File: config.mk
export PLATFORM = sky130hd
export DESIGN_NAME = mem_arbiter
export DESIGN_NICKNAME = d
export VERILOG_FILES = /design/src/rtl/core_defines.sv /design/src/rtl/mem_arbiter_tag_fifo.sv /design/src/rtl/mem_arbiter.sv
export SDC_FILE = /design/constraint.sdc
export NUM_CORES = 1
export LEC_CHECK = 0
export CORE_AREA = 10 10 99 101
export CTS_CLUSTER_DIAMETER = 200
export DETAILED_ROUTE_END_ITERATION = 7
export DIE_AREA = 0 0 109 111
export PLACE_DENSITY = 0.81
export SLEW_MARGIN = 20
export SYNTH_ARGS = -nofsm -noshare
export SYNTH_HDL_FRONTEND = slang
export SYNTH_SLANG_ARGS = --single-unit
File: constraint.sdc
create_clock -name clk -period 4.8 [get_ports clk]
set_input_delay 0.96 -clock clk [delete_from_list [all_inputs] [get_ports clk]]
set_output_delay 0.96 -clock clk [all_outputs]
set_load 0.02 [all_outputs]
File: src/rtl/core_defines.sv
// Shared definitions for the core memory path: word width and the
// requester tag carried through the arbiter's in-order FIFO.
package core_defines;
    localparam int WORD_WIDTH = 32;

    typedef enum logic {SRC_INSTR, SRC_DATA} mem_src_e;
endpackage

File: src/rtl/mem_arbiter_tag_fifo.sv
// In-order FIFO of requester tags: one entry per granted address phase,
// popped when the matching response returns.
module tag_fifo
    import core_defines::*;
#(
    parameter int  DEPTH  = 2,
    parameter type elem_t = mem_src_e
) (
    input  logic  clk,
    input  logic  rst_n,
    input  logic  push,
    input  elem_t push_data,
    input  logic  pop,
    output elem_t head,
    output logic  full,
    output logic  empty
);
    localparam int PW = (DEPTH > 1) ? $clog2(DEPTH) : 1;
    localparam int CW = $clog2(DEPTH + 1);

    elem_t         slots [DEPTH];
    logic [PW-1:0] wr_ptr;
    logic [PW-1:0] rd_ptr;
    logic [CW-1:0] count;
    logic          do_push;
    logic          do_pop;

    function automatic logic [PW-1:0] next_ptr(input logic [PW-1:0] p);
        return (p == PW'(DEPTH - 1)) ? '0 : p + PW'(1);
    endfunction

    assign full    = (count == CW'(DEPTH));
    assign empty   = (count == '0);
    assign do_pop  = pop & ~empty;
    assign do_push = push & ~full;
    assign head    = slots[rd_ptr];

    always_ff @(posedge clk) begin
        if (do_push) slots[wr_ptr] <= push_data;
    end

    always_ff @(posedge clk) begin
        if (!rst_n) begin
            wr_ptr <= '0;
            rd_ptr <= '0;
            count  <= '0;
        end else begin
            if (do_push) wr_ptr <= next_ptr(wr_ptr);
            if (do_pop)  rd_ptr <= next_ptr(rd_ptr);
            case ({do_push, do_pop})
                2'b10:   count <= count + CW'(1);
                2'b01:   count <= count - CW'(1);
                default: count <= count;
            endcase
        end
    end
endmodule

File: src/rtl/mem_arbiter.sv
// Fetch/data arbiter onto one memory port with address-phase locking,
// fetch starvation guard and in-order response routing.
//
// state        | meaning
// UNLOCKED     | free to pick a source from the live requests
// LOCKED_INSTR | fetch address phase presented, waiting for mem_gnt_i
// LOCKED_DATA  | data address phase presented, waiting for mem_gnt_i
module mem_arbiter #(
    parameter int WORD_WIDTH      = core_defines::WORD_WIDTH,
    parameter int MAX_OUTSTANDING = 2,
    parameter int STARVE_LIMIT    = 4
) (
    input  logic                  clk,
    input  logic                  rst_n,
    input  logic                  instr_req_i,
    input  logic [WORD_WIDTH-1:0] instr_addr_i,
    output logic                  instr_gnt_o,
    output logic                  instr_rvalid_o,
    output logic [WORD_WIDTH-1:0] instr_rdata_o,
    input  logic                  data_req_i,
    input  logic [WORD_WIDTH-1:0] data_addr_i,
    input  logic                  data_we_i,
    input  logic [3:0]            data_be_i,
    input  logic [WORD_WIDTH-1:0] data_wdata_i,
    output logic                  data_gnt_o,
    output logic                  data_rvalid_o,
    output logic [WORD_WIDTH-1:0] data_rdata_o,
    output logic                  mem_req_o,
    output logic [WORD_WIDTH-1:0] mem_addr_o,
    output logic                  mem_we_o,
    output logic [3:0]            mem_be_o,
    output logic [WORD_WIDTH-1:0] mem_wdata_o,
    input  logic                  mem_gnt_i,
    input  logic                  mem_rvalid_i,
    input  logic [WORD_WIDTH-1:0] mem_rdata_i,
    output logic                  err_o
);
    import core_defines::mem_src_e;
    import core_defines::SRC_INSTR;
    import core_defines::SRC_DATA;

    localparam int SW = $clog2(STARVE_LIMIT + 1);

    typedef enum logic [1:0] {UNLOCKED, LOCKED_INSTR, LOCKED_DATA} lock_state_e;

    lock_state_e   lock_state;
    logic [SW-1:0] starve_cnt;
    logic          err_q;
    mem_src_e      sel;
    mem_src_e      head;
    logic          src_req;
    logic          granted;
    logic          sel_data;
    logic          fifo_full;
    logic          fifo_empty;
    logic          rsp_ok;

    always_comb begin
        sel     = SRC_INSTR;
        src_req = 1'b0;
        case (lock_state)
            LOCKED_INSTR: begin
                sel     = SRC_INSTR;
                src_req = instr_req_i;
            end
            LOCKED_DATA: begin
                sel     = SRC_DATA;
                src_req = data_req_i;
            end
            default: begin
                if (instr_req_i && starve_cnt == SW'(STARVE_LIMIT)) sel = SRC_INSTR;
                else if (data_req_i)                                  sel = SRC_DATA;
                else                                                  sel = SRC_INSTR;
                src_req = instr_req_i | data_req_i;
            end
        endcase
    end

    // A full tag FIFO gates the request but leaves the lock untouched.
    assign sel_data    = (sel == SRC_DATA);
    assign mem_req_o   = rst_n & src_req & ~fifo_full;
    assign mem_addr_o  = !mem_req_o ? '0 : (sel_data ? data_addr_i : instr_addr_i);
    assign mem_we_o    = mem_req_o & sel_data & data_we_i;
    assign mem_be_o    = !mem_req_o ? 4'h0 : (sel_data ? data_be_i : 4'hF);
    assign mem_wdata_o = (mem_req_o & sel_data) ? data_wdata_i : '0;

    assign granted     = mem_req_o & mem_gnt_i;
    assign instr_gnt_o = granted & ~sel_data;
    assign data_gnt_o  = granted & sel_data;

    assign rsp_ok         = rst_n & mem_rvalid_i & ~fifo_empty;
    assign instr_rvalid_o = rsp_ok & (head == SRC_INSTR);
    assign data_rvalid_o  = rsp_ok & (head == SRC_DATA);
    assign instr_rdata_o  = mem_rdata_i;
    assign data_rdata_o   = mem_rdata_i;
    assign err_o          = err_q;

    tag_fifo #(
        .DEPTH  (MAX_OUTSTANDING),
        .elem_t (mem_src_e)
    ) u_tag_fifo (
        .clk       (clk),
        .rst_n     (rst_n),
        .push      (granted),
        .push_data (sel),
        .pop       (mem_rvalid_i),
        .head      (head),
        .full      (fifo_full),
        .empty     (fifo_empty)
    );

    always_ff @(posedge clk) begin
        if (!rst_n) begin
            lock_state <= UNLOCKED;
            starve_cnt <= '0;
            err_q      <= 1'b0;
        end else begin
            if (granted)        lock_state <= UNLOCKED;
            else if (mem_req_o) lock_state <= sel_data ? LOCKED_DATA : LOCKED_INSTR;

            if (instr_gnt_o || !instr_req_i)
                starve_cnt <= '0;
            else if (data_gnt_o && starve_cnt != SW'(STARVE_LIMIT))
                starve_cnt <= starve_cnt + SW'(1);

            if (mem_rvalid_i && fifo_empty) err_q <= 1'b1;
        end
    end
endmodule

# Word level (Yosys, flattened, before mapping)
# Memories as Yosys holds them, arrays and structs flattened. A register that Yosys moved wholly into a read port is not among the register bits.
# Cells that the tools add are included.
# classes
reduce_logical,9
n_eq_ne,7
n_mux,17
n_bitwise,19
n_addsub,5
# op_table
cell,count
$mux W32,3
$and A1 B1 Y1,13
$mux W1,8
$mux W4,2
$eq A2 B2 Y1 const B,3
$not A1 Y1,5
$eq A2 B1 Y1 const B,2
$pmux W1 S2,2
$pmux W2 S2,1
$reduce_or A2 Y1,2
$add A3 B1 Y3 const B,1
$eq A3 B3 Y1 const B,1
$logic_and A1 B1 Y1,3
$ne A3 B3 Y1 const B,1
$add A1 B1 Y1 const B,2
$add A2 B1 Y2 const B,1
$logic_not A2 Y1,1
$mux W2,1
$reduce_bool A2 Y1,1
$sub A2 B1 Y2 const B,1
$logic_not A1 Y1,1
$logic_or A1 B1 Y1,1
$or A1 B1 Y1,1
# totals
elab_cells,64
reg_bits,10
input_bits,139
memories,1
mem_bits_rw,2
# memory_table
memory,depth,width,rd,rd_ports_with_merged_regs,wr,line_no,rtl
u_tag_fifo.slots,2,1,1,1,1,mem_arbiter_tag_fifo.sv:21,elem_t slots [DEPTH];

# Depth between registers and ports, before layout
# Gate-level depths: netlist (run 1).
# depth
word_depth,8
depth_mapped,9
mapped_depth_nobuf,9

# Modules after synthesis
# Synthesis (run 1) repeated with hierarchy kept, for this count alone.
# hier_totals
hier_cells,303
area_unflattened_um2,1948.1
# by_module_without_submodules
module,instances,area_per_inst_um2,cells_each
mem_arbiter,1,1640.3,274
tag_fifo,1,307.8,29

# Worst setup path before layout (run 1)
# No wires, ideal clock.
# synth_timing
kind,input to output
from,input port instr_req_i
to,output port mem_addr_o[26]
setup_slack_ns,1.711
t_arrival_ns,2.129
required_ns,3.840
n_path_buf,2
stages,6
cell_sequence,nand3_1 > a31oi_1 > buf_2 > buf_2 > nand2_1 > a21oi_1
# synth_via
elab_chain_cells,5
# synth_rtl
item,line_no,rtl
from (decl),mem_arbiter.sv:15,"input logic instr_req_i,"
$or A1 B1 Y1 or $logic_and A1 B1 Y1 (tied branches),"mem_arbiter.sv:74, mem_arbiter.sv:71",
$pmux W1 S2 or $mux W1 (tied branches),"mem_arbiter.sv:61, mem_arbiter.sv:71",
$and A1 B1 Y1 or $pmux W1 S2 (tied branches),"mem_arbiter.sv:81, mem_arbiter.sv:61",
$and A1 B1 Y1 or $mux W32 (tied branches),"mem_arbiter.sv:81, mem_arbiter.sv:82",
$mux W32 *,mem_arbiter.sv:82,assign mem_addr_o = !mem_req_o ? '0 : (sel_data ? data_addr_i : instr_addr_i);
to (decl),mem_arbiter.sv:29,"output logic [WORD_WIDTH-1:0] mem_addr_o,"
# Every way passes the cells marked *; elsewhere a longest branch is shown, timed or not.

# Final worst setup path (run 1)
# layout_timing
from,input port instr_req_i
to,output port mem_addr_o[23]
# The elaborated chain is that of the path after synthesis.

==> results of run 1 <==
## kinds of logic after synthesis
kind of cell | Yosys count | share of synthesized area, %
AOI/OAI and AO/OA | 53 | 16.5
DFF | 13 | 14.9
and+or+nand+nor | 132 | 32.1
muxes | 2 | 1.07
adders and majority gates | 5 | 3.33
xor gates and xnor gates | 3 | 1.40
buffers and inverters | 87 | 30.6
## power by group through the flow
| stage | Combinational, mW | Clock, mW | Sequential [mW] |
|---|---|---|---|
| after floorplan | 0.299 | 0 | 0.142 |
| after global placement | 0.453 | 0 | 0.140 |
| after detailed placement | 0.458 | 0 | 0.142 |
| after CTS | 0.462 | 0.0994 | 0.140 |
| after global routing | 0.494 | 0.104 | 0.142 |
| final | 0.455 | 0.0966 | 0.140 |
## state kept, by name (all words and copies together), names as in the netlist, named ones only
signal	cells
starve_cnt	3
lock_state	2
u_tag_fifo.count	2
u_tag_fifo.slots	2
err_o	1
u_tag_fifo.rd_ptr	1
u_tag_fifo.wr_ptr	1
## worst min-delay path by stage
stage	startpoint	to	slack, ps
floorplan	lock_state[1]$_SDFFE_PP0P_	lock_state[1]$_SDFFE_PP0P_	450
global placement	err_o$_SDFFE_PN0P_	err_o$_SDFFE_PN0P_	450
detailed placement	err_o$_SDFFE_PN0P_	err_o$_SDFFE_PN0P_	460
CTS	err_o$_SDFFE_PN0P_	err_o$_SDFFE_PN0P_	470
global route	err_o$_SDFFE_PN0P_	err_o$_SDFFE_PN0P_	500
finish	err_o$_SDFFE_PN0P_	err_o$_SDFFE_PN0P_	460
## layer usage
layer	GRT usage (%)	wire length [um]	vias to the layer above
met3	5.76	820	24
met1	13.7	2970	984
met4	4.93	261	0
met2	25.4	4720	117
li1	-	-	1099
met5	0	0	-
## cells in the mapped netlist (3+ instances only)
cell type	n
a21oi_1	40
and2_1	33
buf_2	6
buf_4	64
clkbuf_1	8
dfxtp_1	11
ha_1	5
inv_1	8
nand2_1	68
nand3_1	3
nor2_1	20
o21ai_0	3
or3_1	3
## cell type report
class	instances	area, sq um
Tap cell	105	131
Fill cell	794	4600
Timing Repair Buffer	185	1840
Inverter	9	33.8
Multi-Input combinational cell	195	1040
Sequential cell	13	280
Clock buffer	4	45.0
## worst reg2reg max path, stage by stage, from the launching register on
cell and delay [ps]:
dfxtp_1 350, inv_1 50, ha_1 390, o21a_2 280, o2111a_1 300, inv_1 200, ha_1 300, or3_1 350
a21oi_1 150
==> flow_metrics.py, run 1 <==
metrics = {
    "run_status": {
        "status": "finished clean",
    },
    "synth": {
        "syn_inst": 295,
        "async_reset_ff_share_pct": 0,
        "synth_largest_area_cell": "buf_4",
        "synth_area_per_cell_sq_um": 6.36,
        "ys.flop_type": "dfxtp_1",
        "ys_seq_elements": 13,
        "syn_nets": 439,
        "yosysUniqueCellTypes": 30,
        "synth.top_cells.by_area": "buf_4 26%, nand2_1 14%, dfxtp_1 12%",
        "synth_top_area_share_pct": 25.6,
        "syn_area_sq_um": 1880,
        "yosys_warnings": 0,
        "synth_edf_count": 2,
        "yosysSeqAreaShare_pct": 14.9,
    },
    "timing": {
        "fin_ws_ps": 598,
        "setup_violations": 0,
        "slew_headroom_pct": 58.3,
        "rsz0062_at_grt": "false",
        "skew_ps": 1.59,
        "hold_viol": 0,
        "period_minus_slack_ps": 4200,
        "min_period_over_period_pct": 87.5,
        "holdWs_ps": 462,
        "worstMarginPinSlew_ps": 625,
        "setup_tns_ps": 0,
        "final_max_slew_viol_count": 0,
        "fmax_ghz": 0.238,
    },
    "placed_design": {
        "dp.cells": 507,
        "gp_congestion": 0.770,
        "dpl-instance-area_sq_um": 3320,
        "pre_cts_ws_ps": 587,
        "port_buffers": 181,
        "hpwl_um": 7490,
    },
    "route": {
        "vias": 2224,
        "routedWlPerCell_um": 17.2,
        "routed_wl_um": 8770,
        "vias_per_cell": 4.35,
        "drt_iter0_markers": 70,
        "ant_nets": 0,
        "first_pass_iters": 4,
        "remaining_drc_errors": 0,
    },
    "final_layout": {
        "fin_cells": 511,
        "layout-drive-gt1-share_pct": 2.96,
        "area_delta_synth_final_pct": 79.5,
        "design_area_sq_um": 3370,
        "diodes": 0,
        "final_common_cell": "clkdlybuf4s50_1",
        "layout_common_cells": "181 x clkdlybuf4s50_1, 68 x nand2_1, 40 x a21oi_1",
        "fin_util_pct": 42.3,
        "nets": 551,
    },
    "power_and_ir_drop": {
        "cell_internal_pwr_mw": 0.419,
        "switching_share_pct": 39.4,
        "comb_power_share_pct": 65.8,
        "power_mw": 0.691,
        "leakage_nw": 1.28,
        "powerDensity_nw_per_um2": 205,
        "switchingPower_mw": 0.272,
        "seqPwrFrac_pct": 20.2,
        "peakVddDrop_mv": 0.0814,
        "pwr-share-clk_pct": 14.0,
    },
    "cts": {
        "htree_num_levels": 1,
        "cts_tree": "built",
        "clock-sinks": 13,
        "cts-root-buf": "clkbuf_8",
        "cts_resized": 0,
        "clock_latency_ps": 240,
        "hold_buffers": 0,
        "cts_setup_buffers": 0,
        "cts_made_buffers": 3,
        "clkTransAtPathRegs_ps": 50,
        "clock_path_buffers": 2,
    },
    "critical_path": {
        "end_kind": "primary output",
        "cp_slowest_stage_delay_ps": 640,
        "critPathSlowestCell": "clkdlybuf4s50_1",
        "r2r_end": "u_tag_fifo.count[1]$_SDFFE_PN0P_",
        "cp-start-kind": "input port",
        "cp_data_required_time_ps": 3840,
        "reg2reg_setup_slack_ps": 2350,
        "reg2reg_from": "lock_state[0]$_SDFFE_PP0P_",
        "path_buf_inv": 3,
        "critPathTopFamily": "buffers and inverters",
        "reg2reg_depth": 8,
        "crit_cells": 7,
        "worst_ep_arrival_time_ps": 3240,
        "path_common_cell": "clkdlybuf4s50_1",
        "cp_max_fo": 32,
        "crit_end": "mem_addr_o[23]",
        "path_class": "input port to primary output",
        "path_cells": "clkdlybuf4s50_1 -> nand3_1 -> a31oi_4 -> buf_4 -> nand2_1 -> a21oi_1 -> clkdlybuf4s50_1",
        "critPathLaunch": "instr_req_i",
    },
    "grt": {
        "grt-ovfl-total": 0,
        "grt_start_max_net_pins": 38,
        "grt_pass1_wl_um": 13600,
        "groute.usage.overall_pct": 14.0,
        "antenna_found_initial": 0,
        "grt_pass1_vias": 2450,
    },
    "floorplan": {
        "io_pins": 278,
        "die_h_um": 111,
        "row_count": 33,
        "die_w_um": 109,
        "start_util_pct": 23.6,
        "die-area_sq_um": 12100,
        "core-area_sq_um": 7970,
    },
    "hold_path": {
        "whs_path_depth": 2,
        "min_path_type": "flop to flop",
    },
    "flow_run": {
        "drv_cap": 0,
    },
}
Power figures use the tool's default switching activity.
==> run 2, diff against run 1 <==
--- a/config.mk
+++ b/config.mk
@@ -5,11 +5,11 @@
 export SDC_FILE = /design/constraint.sdc
 export NUM_CORES = 1
 export LEC_CHECK = 0
-export CORE_AREA = 10 10 99 101
+export CORE_AREA = 2 2 108 110
 export CTS_CLUSTER_DIAMETER = 200
 export DETAILED_ROUTE_END_ITERATION = 7
-export DIE_AREA = 0 0 109 111
-export PLACE_DENSITY = 0.81
+export DIE_AREA = 0 0 110 112
+export PLACE_DENSITY = 0.6
 export SLEW_MARGIN = 20
 export SYNTH_ARGS = -nofsm -noshare
 export SYNTH_HDL_FRONTEND = slang
==> run 2 against run 1 <==
Compared with the run above:
- clock skew is essentially flat
- setup slack got worse by 45 ps
- first-iteration DRC count up 57%
- register-to-register slack improved by 20 ps
- critical path type unchanged
- combinational power hardly changed
- global-route usage down 2.6 points
==> flow_metrics.py, run 2 (synthesis gave the netlist of run 1 again) <==
metrics = {
    "run_status": {
        "status": "finished clean",
    },
    "route": {
        "vias": 2271,
        "first_pass_iters": 4,
        "ant_nets": 0,
        "vias_per_cell": 4.14,
        "drt_iter0_markers": 110,
        "remaining_drc_errors": 0,
        "routed_wl_um": 7780,
        "routedWlPerCell_um": 14.2,
    },
    "placed_design": {
        "gp_congestion": 0.774,
        "port_buffers": 181,
        "hpwl_um": 6610,
        "pre_cts_ws_ps": 487,
    },
    "critical_path": {
        "cp_data_required_time_ps": 3840,
        "cp_max_fo": 37,
        "end_kind": "primary output",
        "cp-start-kind": "input port",
        "path_class": "input port to primary output",
        "worst_ep_arrival_time_ps": 3290,
    },
    "power_and_ir_drop": {
        "power_mw": 0.753,
        "powerDensity_nw_per_um2": 218,
        "leakage_nw": 1.30,
        "peakVddDrop_mv": 0.147,
    },
    "timing": {
        "rsz0062_at_grt": "false",
        "slew_headroom_pct": 56.8,
        "fin_ws_ps": 553,
        "period_minus_slack_ps": 4250,
        "setup_violations": 0,
        "holdWs_ps": 465,
        "hold_viol": 0,
        "fmax_ghz": 0.235,
        "min_period_over_period_pct": 88.5,
        "skew_ps": 1.80,
        "final_max_slew_viol_count": 0,
        "worstMarginPinSlew_ps": 646,
        "setup_tns_ps": 0,
    },
    "floorplan": {
        "core-area_sq_um": 11200,
        "io_pins": 278,
        "die-area_sq_um": 12300,
        "start_util_pct": 16.8,
        "die_h_um": 112,
        "row_count": 39,
        "die_w_um": 110,
    },
    "flow_run": {
        "drv_cap": 0,
    },
    "grt": {
        "grt_pass1_vias": 2161,
        "groute.usage.overall_pct": 11.4,
        "grt_use_met3_pct": 3.63,
        "met2_usage_pct": 22.9,
        "use_met1_pct": 11.0,
        "grt_pass1_wl_um": 11100,
        "grt-ovfl-total": 0,
        "antenna_found_initial": 0,
        "grt-busiest-layer": "met2",
        "grt_start_max_net_pins": 44,
    },
    "cts": {
        "cts_resized": 0,
        "clkTransAtPathRegs_ps": 50,
        "cts-root-buf": "clkbuf_16",
        "clock_path_buffers": 2,
        "clock-sinks": 13,
        "cts_setup_buffers": 0,
        "htree_num_levels": 1,
        "hold_buffers": 0,
        "cts_tree": "built",
        "cts_made_buffers": 3,
        "clock_latency_ps": 240,
    },
    "final_layout": {
        "layout_common_cells": "181 x clkdlybuf4s50_1, 68 x nand2_1, 40 x a21oi_1",
        "regArea_sq_um": 280,
        "largest_reg_flops": 3,
        "nets": 551,
        "final_common_cell": "clkdlybuf4s50_1",
        "largest_register": "starve_cnt",
        "multi_input_area_sq_um": 1040,
        "nFillCells": 1226,
        "diodes": 0,
        "area_delta_synth_final_pct": 83.9,
        "layout-drive-gt1-share_pct": 2.96,
    },
    "hold_path": {
        "min_path_type": "flop to flop",
    },
}
run 2: power by group:
part / internal [mW] / switching [mW] / leakage, nW / total (mW)
Sequential: 0.128 / 0.0119 / 0.108 / 0.140
Combinational: 0.232 / 0.223 / 1.15 / 0.455
Clock: 0.112 / 0.0457 / 0.0382 / 0.158
Total: 0.472 / 0.280 / 1.30 / 0.753
run 2: path summary, 6_finish.rpt:
kind,startpoint,to,slack [ps],depth (start not counted)
setup reg to reg,lock_state[0]$_SDFFE_PP0P_,u_tag_fifo.count[1]$_SDFFE_PN0P_,2370,8
hold / removal,err_o$_SDFFE_PN0P_,err_o$_SDFFE_PN0P_,460,2
hold reg to reg,err_o$_SDFFE_PN0P_,err_o$_SDFFE_PN0P_,460,2
setup / recovery,instr_req_i,mem_addr_o[28],550,7
run 2: layout make-up:
type                            count  share of cell area (%)
Inverter                            9                   0.979
Multi-Input combinational cell    195                    30.1
Clock buffer                        4                    2.28
Sequential cell                    13                    8.12
Timing Repair Buffer              185                    53.4
Tap cell                          143                    5.18
run 2: routing by layer:
layer / wire length [um] / vias to the layer above
met3: 1010 / 10
li1: - / 1099
met5: 0 / -
met1: 2600 / 994
met2: 4090 / 168
met4: 85 / 0
run 2: critical path: stages:
cell,delay [ps]
clkdlybuf4s50_1,460
nand3_1,160
a31oi_4,190
inv_2,540
nand2_1,120
a21oi_1,200
clkdlybuf4s50_1,640
run 2: stage by stage:
| stage | utilization (%) | instances | instance area (sq um) |
|---|---|---|---|
| global route | 30.9 | 549 | 3450 |
| global placement | 30.2 | 545 | 3370 |
| CTS | 30.9 | 549 | 3450 |
| detailed placement | 30.2 | 545 | 3370 |
| finish | 30.9 | 549 | 3450 |
| floorplan | - | 295 | 1880 |
